$ cat config.mk
export PLATFORM = sky130hd
export DESIGN_NAME = life_step_sequencer
export DESIGN_NICKNAME = d
export VERILOG_FILES = /design/src/rtl/life_ctrl_pkg.sv /design/src/rtl/life_step_sequencer_sat_counter.sv /design/src/rtl/life_step_sequencer.sv
export SDC_FILE = /design/constraint.sdc
export NUM_CORES = 1
export LEC_CHECK = 0
export ABC_CLOCK_PERIOD_IN_PS = 3800
export CAP_MARGIN = 20
export CORE_MARGIN = 10
export CORE_UTILIZATION = 52
export DETAILED_ROUTE_END_ITERATION = 10
export PLACE_DENSITY_LB_ADDON = 0.1
export SETUP_SLACK_MARGIN = 0.4
export SKIP_LAST_GASP = 1
export SLEW_MARGIN = 20
export SYNTH_ARGS = -nofsm -noshare
export SYNTH_HDL_FRONTEND = slang
export SYNTH_HIERARCHICAL = 1
export SYNTH_SLANG_ARGS = --single-unit
$ cat constraint.sdc
create_clock -name clk -period 3.8 [get_ports clk]
set_input_delay 0.38 -clock clk [delete_from_list [all_inputs] [get_ports clk]]
set_output_delay 0.38 -clock clk [all_outputs]
set_load 0.02 [all_outputs]
$ cat src/rtl/life_ctrl_pkg.sv
// Shared types and default widths for the Life controller blocks.
package life_ctrl_pkg;

    typedef enum logic [1:0] {
        IDLE      = 2'd0,
        START     = 2'd1,
        WAIT_DONE = 2'd2
    } step_state_t;

    localparam int LIFE_GEN_W = 32;
    localparam int LIFE_OVR_W = 16;

endpackage : life_ctrl_pkg

$ cat src/rtl/life_step_sequencer_sat_counter.sv
// sat_counter: up-counter with synchronous clear that holds once it reaches all-ones.
module sat_counter #(
    parameter int WIDTH = 16
) (
    input  logic             clk,
    input  logic             clr_i,
    input  logic             inc_i,
    output logic [WIDTH-1:0] count_o
);

    logic [WIDTH-1:0] count_q;
    logic [WIDTH-1:0] count_d;

    always_comb begin
        count_d = count_q;
        if (inc_i && (count_q != '1)) begin
            count_d = count_q + 1'b1;
        end
    end

    always_ff @(posedge clk) begin
        if (clr_i) begin
            count_q <= '0;
        end else begin
            count_q <= count_d;
        end
    end

    assign count_o = count_q;

endmodule : sat_counter

$ cat src/rtl/life_step_sequencer.sv
// Tick-to-step sequencer for the Life update engine; counts generations and, when
// LIFE_STEP_OVERRUN_EN is defined, ticks dropped while a step is in flight.
module life_step_sequencer
    import life_ctrl_pkg::*;
#(
    parameter int GEN_W = LIFE_GEN_W,
    parameter int OVR_W = LIFE_OVR_W
) (
    input  logic             clk,
    input  logic             reset,
    input  logic             tick,
    input  logic             run,
    input  logic             single,
    input  logic             step_done,
    output logic             step_start,
    output logic             busy,
    output logic [GEN_W-1:0] generation
`ifdef LIFE_STEP_OVERRUN_EN
    ,
    output logic [OVR_W-1:0] overrun
`endif
);

    if (GEN_W < 1) begin : g_gen_w_bad
        $error("GEN_W must be at least 1");
    end
    if (OVR_W < 1) begin : g_ovr_w_bad
        $error("OVR_W must be at least 1");
    end

    step_state_t      state_q;
    logic             step_start_q;
    logic             busy_q;
    logic [GEN_W-1:0] gen_q;

    // busy_q mirrors (state_q != IDLE) so every output comes straight from a flop.
    always_ff @(posedge clk) begin
        if (reset) begin
            state_q      <= IDLE;
            step_start_q <= 1'b0;
            busy_q       <= 1'b0;
            gen_q        <= '0;
        end else begin
            step_start_q <= 1'b0;
            case (state_q)
                IDLE: begin
                    if ((run && tick) || single) begin
                        state_q      <= START;
                        step_start_q <= 1'b1;
                        busy_q       <= 1'b1;
                    end
                end
                START: begin
                    state_q <= WAIT_DONE;
                end
                WAIT_DONE: begin
                    if (step_done) begin
                        state_q <= IDLE;
                        busy_q  <= 1'b0;
                        gen_q   <= gen_q + 1'b1;
                    end
                end
                default: begin
                    state_q <= IDLE;
                    busy_q  <= 1'b0;
                end
            endcase
        end
    end

    assign step_start = step_start_q;
    assign busy       = busy_q;
    assign generation = gen_q;

`ifdef LIFE_STEP_OVERRUN_EN
    // A tick that cannot be accepted because a step is already in flight.
    logic ovr_inc;
    assign ovr_inc = tick && run && busy_q;

    sat_counter #(
        .WIDTH (OVR_W)
    ) u_ovr_cnt (
        .clk     (clk),
        .clr_i   (reset),
        .inc_i   (ovr_inc),
        .count_o (overrun)
    );
`endif

endmodule : life_step_sequencer

==> results of run 1 <==
area by class of cell:
| cell class | count | area, um^2 |
|---|---|---|
| Fill cell | 244 | 931 |
| Multi-Input combinational cell | 138 | 836 |
| Sequential cell | 36 | 721 |
| Timing Repair Buffer | 40 | 398 |
| Clock buffer | 7 | 65.1 |
| Tap cell | 44 | 55.1 |
| Inverter | 6 | 22.5 |
cells in the final DEF (no fill, tap or decap):
cell type        instances
nand2_1                 11
nand3b_2                 1
ha_1                     1
nand3_1                  8
nand4_1                  6
nor4_1                   5
xnor2_1                  8
o21ai_0                 11
or3_1                   11
dfxtp_1                 36
inv_1                    6
and3_1                   1
clkbuf_8                 2
nand4b_2                 1
and2_1                   1
mux2i_1                  2
o31ai_1                 10
buf_4                    1
and4_1                   4
clkbuf_4                 5
nor2b_1                  1
nor2_1                  16
mux2_2                   1
a21oi_1                 22
xor2_1                   2
nor3_1                   3
clkdlybuf4s50_1         39
or4_1                   12
critical path: cells and delay by family:
kind                   cells  cell delay, ns
AO/OA/AOI/OAI              1            0.14
buffers and inverters      1            0.55
AND/OR/NAND/NOR            3            1.64
logic make-up (layout without fill, tap and decap cells):
group                      Yosys count  count (layout)
xor gates and xnor gates            10              10
muxes                                3               3
buffers and inverters               17              53
and+or+nand+nor                     81              81
adders and majority gates            1               1
AOI/OAI and AO/OA                   43              43
DFF                                 36              36
stage by stage:
stage / total power [mW] / setup slack [ns] / instances / area [um^2]
4_1_cts: 0.647 / 1.34 / 271 / 2100
5_1_grt: 0.673 / 1.18 / 271 / 2100
3_3_place_gp: 0.423 / 1.05 / 264 / 2030
3_5_place_dp: 0.424 / 0.988 / 264 / 2030
2_1_floorplan: 0.410 / 1.59 / 191 / 1620
6_report: 0.641 / 1.33 / 271 / 2100
flip-flops by register name, indices dropped and copies added, names as in the netlist:
name        flops
generation     32
step_start      1
state_q         2
busy            1
power breakdown:
| part | total [mW] | switching, mW | internal (mW) |
|---|---|---|---|
| clock network | 0.226 | 0.121 | 0.105 |
| registers | 0.385 | 0.00387 | 0.381 |
| logic | 0.0300 | 0.0158 | 0.0142 |
| total | 0.641 | 0.141 | 0.501 |
how the worst min path moves through the flow:
stage / cells past startpoint / to / slack, ns
after global placement: 2 / busy$_SDFFE_PP0P_ / 0.45
after global routing: 2 / busy$_SDFFE_PP0P_ / 0.51
after CTS: 2 / busy$_SDFFE_PP0P_ / 0.47
after floorplan: 2 / state_q[1]$_SDFFE_PP0P_ / 0.52
final: 2 / busy$_SDFFE_PP0P_ / 0.47
after detailed placement: 2 / busy$_SDFFE_PP0P_ / 0.46
per-layer routing:
layer  track usage  wire length (um)  vias to the layer above
met4        0.0433                44                        0
li1              -                 -                      774
met1         0.170              1780                      709
met3        0.0651               305                        6
met2         0.234              1820                       34
met5             0                 0                        -
==> impl_metrics.env, run 1 <==
export IMPL_r2r_slack_ns=1.35
export IMPL_drive_above_1_share=0.0485
export IMPL_grt_remaining_overflow=0
export IMPL_synthFlopType="dfxtp_1"
export IMPL_firstDrtPassIters=4
export IMPL_critPathMaxStageDelay_ns=0.83
export IMPL_fp_dieW_um=75.9
export IMPL_clk_latency_ns=0.33
export IMPL_ys_ff_latch=36
export IMPL_cts_buffer_depth=2
export IMPL_synth_xor_area_frac=0.0539
export IMPL_hold_path_class="flop to flop"
export IMPL_synth_area_leader_cell="dfxtp_1"
export IMPL_gp_congestion=0.802
export IMPL_yosysWarnings=6
export IMPL_synthToLayoutAreaGrowth_pct=29.1
export IMPL_num_vias=1523
export IMPL_grt_pass1_vias=1411
export IMPL_num_io_pins=40
export IMPL_cp_cell_sequence="clkdlybuf4s50_1 -> nand4b_2 -> or4_1 -> or4_1 -> a21oi_1"
export IMPL_synth_fa_ha_area_frac=0.00770
export IMPL_endpoint_kind="flop"
export IMPL_synth_commonest_cells="dfxtp_1, a21oi_1, nor2_1"
export IMPL_grt_pass1_wl_um=6480
export IMPL_synth_simple_area_share=0.286
export IMPL_finalCritPeriodShare=0.649
export IMPL_drtIter0Drc=100
export IMPL_cts_tree="yes"
export IMPL_status="finished, final reports clean"
export IMPL_synth_cell_type_count=27
export IMPL_yosysSeqAreaShare=0.444
export IMPL_synth_area_leaders="dfxtp_1, a21oi_1, or4_1"
export IMPL_num_rows=20
export IMPL_crit_slowest_cell="or4_1"
export IMPL_cp_arrival_ns=2.72
export IMPL_grt_setup_unrepaired="no"
export IMPL_required_ns=4.05
export IMPL_worst_r2r_endpoint="generation[26]$_SDFFE_PP0P_"
export IMPL_synth_top_cell_area_share=0.444
export IMPL_tns_ns=0
export IMPL_synth_edf_count=0
export IMPL_synth_async_sr_flop_share=0
export IMPL_rr_worst_depth=5
export IMPL_drc=0
export IMPL_via_per_inst=5.62
export IMPL_startpoint="step_done"
export IMPL_drv_cap=0
export IMPL_synth_area_per_cell_um2=8.50
export IMPL_fin_crit_ns=2.47
export IMPL_die_y_um=75.9
export IMPL_muxShareOfSynthArea=0.0193
export IMPL_hold_start="busy$_SDFFE_PP0P_"
export IMPL_wirelength_um=3940
export IMPL_antenna_left=0
export IMPL_yosysMostFrequentCell="dfxtp_1"
export IMPL_critPathMaxFanout=19
export IMPL_finalNetCount=234
export IMPL_core_area_mm2=0.00303
export IMPL_slew_viol_final=0
export IMPL_clk_pin_slew_ns=0.11
export IMPL_syn_inst=191
export IMPL_wire_per_inst_um=14.6
export IMPL_slew_limit_headroom=0.425
export IMPL_skew_ns=0.00935
export IMPL_cts_sinks=36
export IMPL_vdd_drop_max_uv=205
export IMPL_synth_compound_area_share=0.148
export IMPL_hold_buffers=0
export IMPL_cts_root_buffer="clkbuf_4"
export IMPL_post_cts_buffers=0
export IMPL_critPathMostFrequentCell="or4_1"
export IMPL_synth_fp_nets=198
export IMPL_setup_viol=0
export IMPL_synth_area_mm2=0.00162
export IMPL_htree_levels=2
export IMPL_endpoint="generation[26]$_SDFFE_PP0P_"
export IMPL_cts_resized=0
export IMPL_utilization=0.693
export IMPL_dieArea_mm2=0.00576
export IMPL_numPortBuffers=39
export IMPL_holdWs_ns=0.467
export IMPL_hold_viol=0
export IMPL_num_antenna_cells=0
export IMPL_crit_type="input port to flop"
export IMPL_max_freq_mhz=406
export IMPL_grt_antenna_before_repair=0
export IMPL_p_leak_nw=0.642
export IMPL_synth_top_family_by_area="simple AND/OR/NAND/NOR gates"
export IMPL_startpoint_type="input port"
export IMPL_cts_buffers=5
export IMPL_initial_core_util=0.536
export IMPL_grt_usage=0.145
export IMPL_worst_pin_slew_ns=0.859
export IMPL_power_density_mw_per_mm2=306
export IMPL_regToRegStartpoint="generation[0]$_SDFFE_PP0P_"
export IMPL_grt_max_degree=25
export IMPL_dp_hpwl_um=2770
No activity file was read; power rests on OpenSTA's default activity.
==> run 2: changes to the inputs <==
--- a/config.mk
+++ b/config.mk
@@ -5,10 +5,10 @@
 export SDC_FILE = /design/constraint.sdc
 export NUM_CORES = 1
 export LEC_CHECK = 0
-export ABC_CLOCK_PERIOD_IN_PS = 3800
+export ABC_CLOCK_PERIOD_IN_PS = 2450
 export CAP_MARGIN = 20
 export CORE_MARGIN = 10
-export CORE_UTILIZATION = 52
+export CORE_UTILIZATION = 48
 export DETAILED_ROUTE_END_ITERATION = 10
 export PLACE_DENSITY_LB_ADDON = 0.1
 export SETUP_SLACK_MARGIN = 0.4
==> constraint.sdc (replaced) <==
create_clock -name clk -period 2.45 [get_ports clk]
set_input_delay 0.245 -clock clk [delete_from_list [all_inputs] [get_ports clk]]
set_output_delay 0.245 -clock clk [all_outputs]
set_load 0.02 [all_outputs]
==> impl_metrics.env, run 2 (same netlist as run 1, synthesis figures left out) <==
export IMPL_initial_core_util=0.491
export IMPL_finalCritPeriodShare=0.815
export IMPL_critPathMaxFanout=12
export IMPL_grt_antenna_before_repair=0
export IMPL_num_antenna_cells=0
export IMPL_status="finished, final reports clean"
export IMPL_hold_path_class="flop to flop"
export IMPL_crit_slowest_cell="or4_4"
export IMPL_crit_type="flop to flop"
export IMPL_cts_buffer_depth=2
export IMPL_setup_viol=0
export IMPL_hold_start="busy$_SDFFE_PP0P_"
export IMPL_startpoint="generation[5]$_SDFFE_PP0P_"
export IMPL_rr_worst_depth=5
export IMPL_drv_cap=0
export IMPL_num_rows=21
export IMPL_gp_congestion=0.813
export IMPL_required_ns=2.71
export IMPL_grt_pass1_vias=1586
export IMPL_htree_levels=2
export IMPL_largest_reg_flops=32
export IMPL_max_freq_mhz=501
export IMPL_die_y_um=78.2
export IMPL_fp_dieW_um=78.2
export IMPL_cts_sinks=36
export IMPL_startpoint_type="flop"
export IMPL_finalNetCount=242
export IMPL_grt_usage=0.138
export IMPL_hold_depth=2
export IMPL_numPortBuffers=39
export IMPL_slew_viol_final=0
export IMPL_final_cell_mix="clkdlybuf4s50_1, dfxtp_1, a21oi_1, nor2_1"
export IMPL_wire_per_inst_um=14.4
export IMPL_slew_limit_headroom=0.783
export IMPL_hold_viol=0
export IMPL_core_area_mm2=0.00331
export IMPL_num_vias=1580
export IMPL_antenna_left=0
export IMPL_clk_latency_ns=0.33
export IMPL_clk_pin_slew_ns=0.11
export IMPL_num_io_pins=40
export IMPL_vdd_drop_max_uv=413
export IMPL_cts_buffers=5
export IMPL_p_leak_nw=0.702
export IMPL_dp_hpwl_um=3040
export IMPL_worst_pin_slew_ns=0.322
export IMPL_firstDrtPassIters=4
export IMPL_critPathMaxStageDelay_ns=0.63
export IMPL_grt_remaining_overflow=0
export IMPL_hold_end="busy$_SDFFE_PP0P_"
export IMPL_wirelength_um=4060
export IMPL_grt_max_degree=22
export IMPL_final_common_cell="clkdlybuf4s50_1"
export IMPL_hold_buffers=0
export IMPL_drc=0
export IMPL_via_per_inst=5.60
export IMPL_cp_arrival_ns=2.26
export IMPL_cp_cell_sequence="nand4_1 -> or4_4 -> buf_4 -> or3_1 -> a21oi_1"
export IMPL_r2r_slack_ns=0.45
export IMPL_drtIter0Drc=125
export IMPL_fill_cells=319
export IMPL_utilization=0.669
export IMPL_fin_crit_ns=2.00
export IMPL_endpoint_kind="flop"
export IMPL_synthToLayoutAreaGrowth_pct=36.4
export IMPL_grt_setup_unrepaired="yes"
export IMPL_tns_ns=0
export IMPL_skew_ns=0.00802
export IMPL_power_density_mw_per_mm2=483
export IMPL_dieArea_mm2=0.00611
export IMPL_cts_root_buffer="clkbuf_4"
export IMPL_regToRegStartpoint="generation[5]$_SDFFE_PP0P_"
export IMPL_drive_above_1_share=0.123
export IMPL_cts_tree="yes"
export IMPL_worst_r2r_endpoint="generation[14]$_SDFFE_PP0P_"
export IMPL_grt_pass1_wl_um=7140
==> run 2: cell count changes in the layout (fill, tap and decap cells not counted), sizes merged <==
| cell | delta |
|---|---|
| buf | +8 |
| clkbuf | +1 |
==> run 2: metal layers <==
| layer | part of all wire | vias up | GRT usage |
|---|---|---|---|
| li1 | - | 795 | - |
| met4 | 0.0034 | 0 | 0.0430 |
| met2 | 0.52 | 37 | 0.242 |
| met5 | 0 | - | 0 |
| met3 | 0.073 | 2 | 0.0547 |
| met1 | 0.40 | 746 | 0.148 |
==> run 2: area by class of cell <==
type	count	area (um^2)	area share
Clock buffer	8	90.1	0.0407
Inverter	6	22.5	0.0102
Multi-Input combinational cell	138	855	0.386
Sequential cell	36	733	0.331
Tap cell	46	57.6	0.0260
Timing Repair Buffer	48	458	0.207
==> run 2: worst max-delay path by stage <==
stage                                  endpoint  slack, ns  cells after the start
floorplan           generation[30]$_SDFFE_PP0P_       0.40                      6
global placement    generation[16]$_SDFFE_PP0P_       0.02                      6
detailed placement  generation[14]$_SDFFE_PP0P_      -0.06                      6
CTS                 generation[14]$_SDFFE_PP0P_       0.41                      5
global route        generation[18]$_SDFFE_PP0P_       0.37                      5
finish              generation[14]$_SDFFE_PP0P_       0.45                      5
==> run 2: where the power goes <==
group / switching (mW) / internal [mW] / total, mW / leakage, nW
Sequential: 0.00636 / 0.590 / 0.596 / 0.294
Clock: 0.193 / 0.230 / 0.423 / 0.0497
Combinational: 0.0259 / 0.0244 / 0.0503 / 0.358
==> run 2: timing repair <==
item                                    in CTS  in global routing
pin swaps                                    3                  0
setup buffers                                2                  0
resized for setup                            2                  5
cloned                                       0                  0
endpoints found under the setup margin      18                 17
==> run 2: worst max-delay path: cells and delay by family, from the launching register on <==
family / cells / cell delay, ns
AND/OR/NAND/NOR: 3 / 1.15
flip-flops: 1 / 0.43
buffers and inverters: 1 / 0.20
AO/OA/AOI/OAI: 1 / 0.16
==> run 2: per-stage QoR <==
step	total power [mW]	cells	setup slack, ns	instance area (um^2)	hold WS [ns]
after floorplan	0.635	191	0.405	1640	0.457
after global placement	0.659	272	0.0153	2100	0.448
after detailed placement	0.660	272	-0.0613	2100	0.457
after CTS	1.08	282	0.411	2210	0.473
after global routing	1.12	282	0.374	2220	0.503
final	1.07	282	0.453	2220	0.469
==> run 3: changes to the inputs <==
--- a/config.mk
+++ b/config.mk
@@ -5,10 +5,10 @@
 export SDC_FILE = /design/constraint.sdc
 export NUM_CORES = 1
 export LEC_CHECK = 0
-export ABC_CLOCK_PERIOD_IN_PS = 2450
+export ABC_CLOCK_PERIOD_IN_PS = 1700
 export CAP_MARGIN = 20
 export CORE_MARGIN = 10
-export CORE_UTILIZATION = 48
+export CORE_UTILIZATION = 44
 export DETAILED_ROUTE_END_ITERATION = 10
 export PLACE_DENSITY_LB_ADDON = 0.1
 export SETUP_SLACK_MARGIN = 0.4
==> constraint.sdc (replaced) <==
create_clock -name clk -period 1.7 [get_ports clk]
set_input_delay 0.17 -clock clk [delete_from_list [all_inputs] [get_ports clk]]
set_output_delay 0.17 -clock clk [all_outputs]
set_load 0.02 [all_outputs]
==> impl_metrics.env, run 3 (same netlist as run 1, synthesis figures left out) <==
export IMPL_status="finished, violations left"
export IMPL_violations="negative setup slack"
export IMPL_regToRegStartpoint="generation[11]$_SDFFE_PP0P_"
export IMPL_grt_pass1_wl_um=8200
export IMPL_finalNetCount=274
export IMPL_hold_end="busy$_SDFFE_PP0P_"
export IMPL_endpoint_kind="flop"
export IMPL_final_common_cell="buf_4"
export IMPL_drv_cap=0
export IMPL_drc=0
export IMPL_grt_setup_unrepaired="yes"
export IMPL_cts_buffer_depth=2
export IMPL_vdd_drop_max_uv=433
export IMPL_dp_slack_ns=-0.457
export IMPL_critPathMaxFanout=6
export IMPL_antenna_left=0
export IMPL_grt_remaining_overflow=0
export IMPL_crit_type="flop to flop"
export IMPL_cts_sinks=36
export IMPL_via_per_inst=5.48
export IMPL_numPortBuffers=39
export IMPL_hold_depth=2
export IMPL_htree_levels=2
export IMPL_fin_crit_ns=1.92
export IMPL_num_vias=1731
export IMPL_cts_root_buffer="clkbuf_8"
export IMPL_holdWs_ns=0.455
export IMPL_firstDrtPassIters=4
export IMPL_final_cell_mix="buf_4, dfxtp_1, dlygate4sd2_1, a21oi_1, nor2_1"
export IMPL_fp_dieW_um=80.8
export IMPL_wirelength_um=4870
export IMPL_fill_cells=279
export IMPL_fin_ws_ns=-0.215
export IMPL_hold_buffers=0
export IMPL_worst_r2r_endpoint="generation[29]$_SDFFE_PP0P_"
export IMPL_grt_pass1_vias=1767
export IMPL_grt_usage=0.157
export IMPL_gp_congestion=0.818
export IMPL_tns_ns=-2.28
export IMPL_wire_per_inst_um=15.4
export IMPL_r2r_slack_ns=-0.22
export IMPL_synthToLayoutAreaGrowth_pct=61.1
export IMPL_dieArea_mm2=0.00652
export IMPL_largest_reg_flops=32
export IMPL_startpoint="generation[11]$_SDFFE_PP0P_"
export IMPL_cts_buffers=5
export IMPL_initial_core_util=0.450
export IMPL_power_density_mw_per_mm2=654
export IMPL_hold_path_class="flop to flop"
export IMPL_required_ns=1.93
export IMPL_num_rows=22
export IMPL_startpoint_type="flop"
export IMPL_cts_tree="yes"
export IMPL_hold_viol=0
export IMPL_grt_antenna_before_repair=0
export IMPL_slew_viol_final=0
export IMPL_cp_arrival_ns=2.15
export IMPL_max_freq_mhz=522
export IMPL_skew_ns=0.00601
export IMPL_num_antenna_cells=0
export IMPL_drive_above_1_share=0.340
export IMPL_p_leak_nw=1.11
export IMPL_grt_max_degree=22
export IMPL_setup_viol=20
export IMPL_hold_start="busy$_SDFFE_PP0P_"
export IMPL_worst_pin_slew_ns=0.375
export IMPL_rr_worst_depth=5
export IMPL_clk_pin_slew_ns=0.07
export IMPL_drtIter0Drc=103
export IMPL_dp_hpwl_um=3370
export IMPL_core_area_mm2=0.00361
export IMPL_die_y_um=80.8
export IMPL_num_io_pins=40
export IMPL_slew_limit_headroom=0.748
export IMPL_finalCritPeriodShare=1.13
export IMPL_clk_latency_ns=0.30
run 3: worst max-delay path by stage:
| stage | end | cells after the start |
|---|---|---|
| after floorplan | generation[20]$_SDFFE_PP0P_ | 6 |
| after global placement | generation[29]$_SDFFE_PP0P_ | 6 |
| after detailed placement | generation[29]$_SDFFE_PP0P_ | 6 |
| after CTS | generation[29]$_SDFFE_PP0P_ | 5 |
| after global routing | generation[29]$_SDFFE_PP0P_ | 5 |
| final | generation[29]$_SDFFE_PP0P_ | 5 |
run 3: routing by layer:
layer,global-route usage,vias to the layer above,share of wire
met3,0.0585,8,0.071
met4,0.0623,0,0.015
met1,0.161,828,0.38
met5,0,-,0
met2,0.282,39,0.54
li1,-,856,-
run 3: power by group:
group          switching, mW  leakage (nW)  internal, mW  total (mW)
Sequential           0.00632         0.299         0.847       0.853
Combinational         0.0463         0.749        0.0410      0.0872
Clock                  0.312        0.0627         0.458       0.770
Total                  0.364          1.11          1.35        1.71
run 3: through the flow:
stage / cells / utilization / power, mW / cell area, um^2
after floorplan: 191 / - / 0.914 / 1720
after global placement: 303 / 0.661 / 0.961 / 2380
after detailed placement: 303 / 0.661 / 0.964 / 2380
after CTS: 313 / 0.700 / 1.73 / 2520
after global routing: 316 / 0.726 / 1.77 / 2620
final: 316 / 0.726 / 1.71 / 2620
run 3: timing repair:
| action | in CTS | in global routing |
|---|---|---|
| setup endpoints to repair | 60 | 41 |
| buffers inserted | 2 | 2 |
| gates resized for setup | 43 | 35 |
| cloned | 0 | 1 |
| pin swaps | 5 | 5 |
run 3: critical path, stage by stage, from the launching register on:
cell,delay (ns)
dfxtp_2,0.33
nand4_1,0.16
or4_4,0.56
buf_6,0.15
or4_1,0.50
a21oi_2,0.15
run 3: area by class of cell:
type / count / area, um^2 / area share
clock buffers: 8 / 121 / 0.0464
repair buffers: 80 / 664 / 0.254
well taps: 48 / 60.1 / 0.0230
multi-input cells: 138 / 997 / 0.381
flip-flops and latches: 36 / 751 / 0.287
inverters: 6 / 22.5 / 0.00861
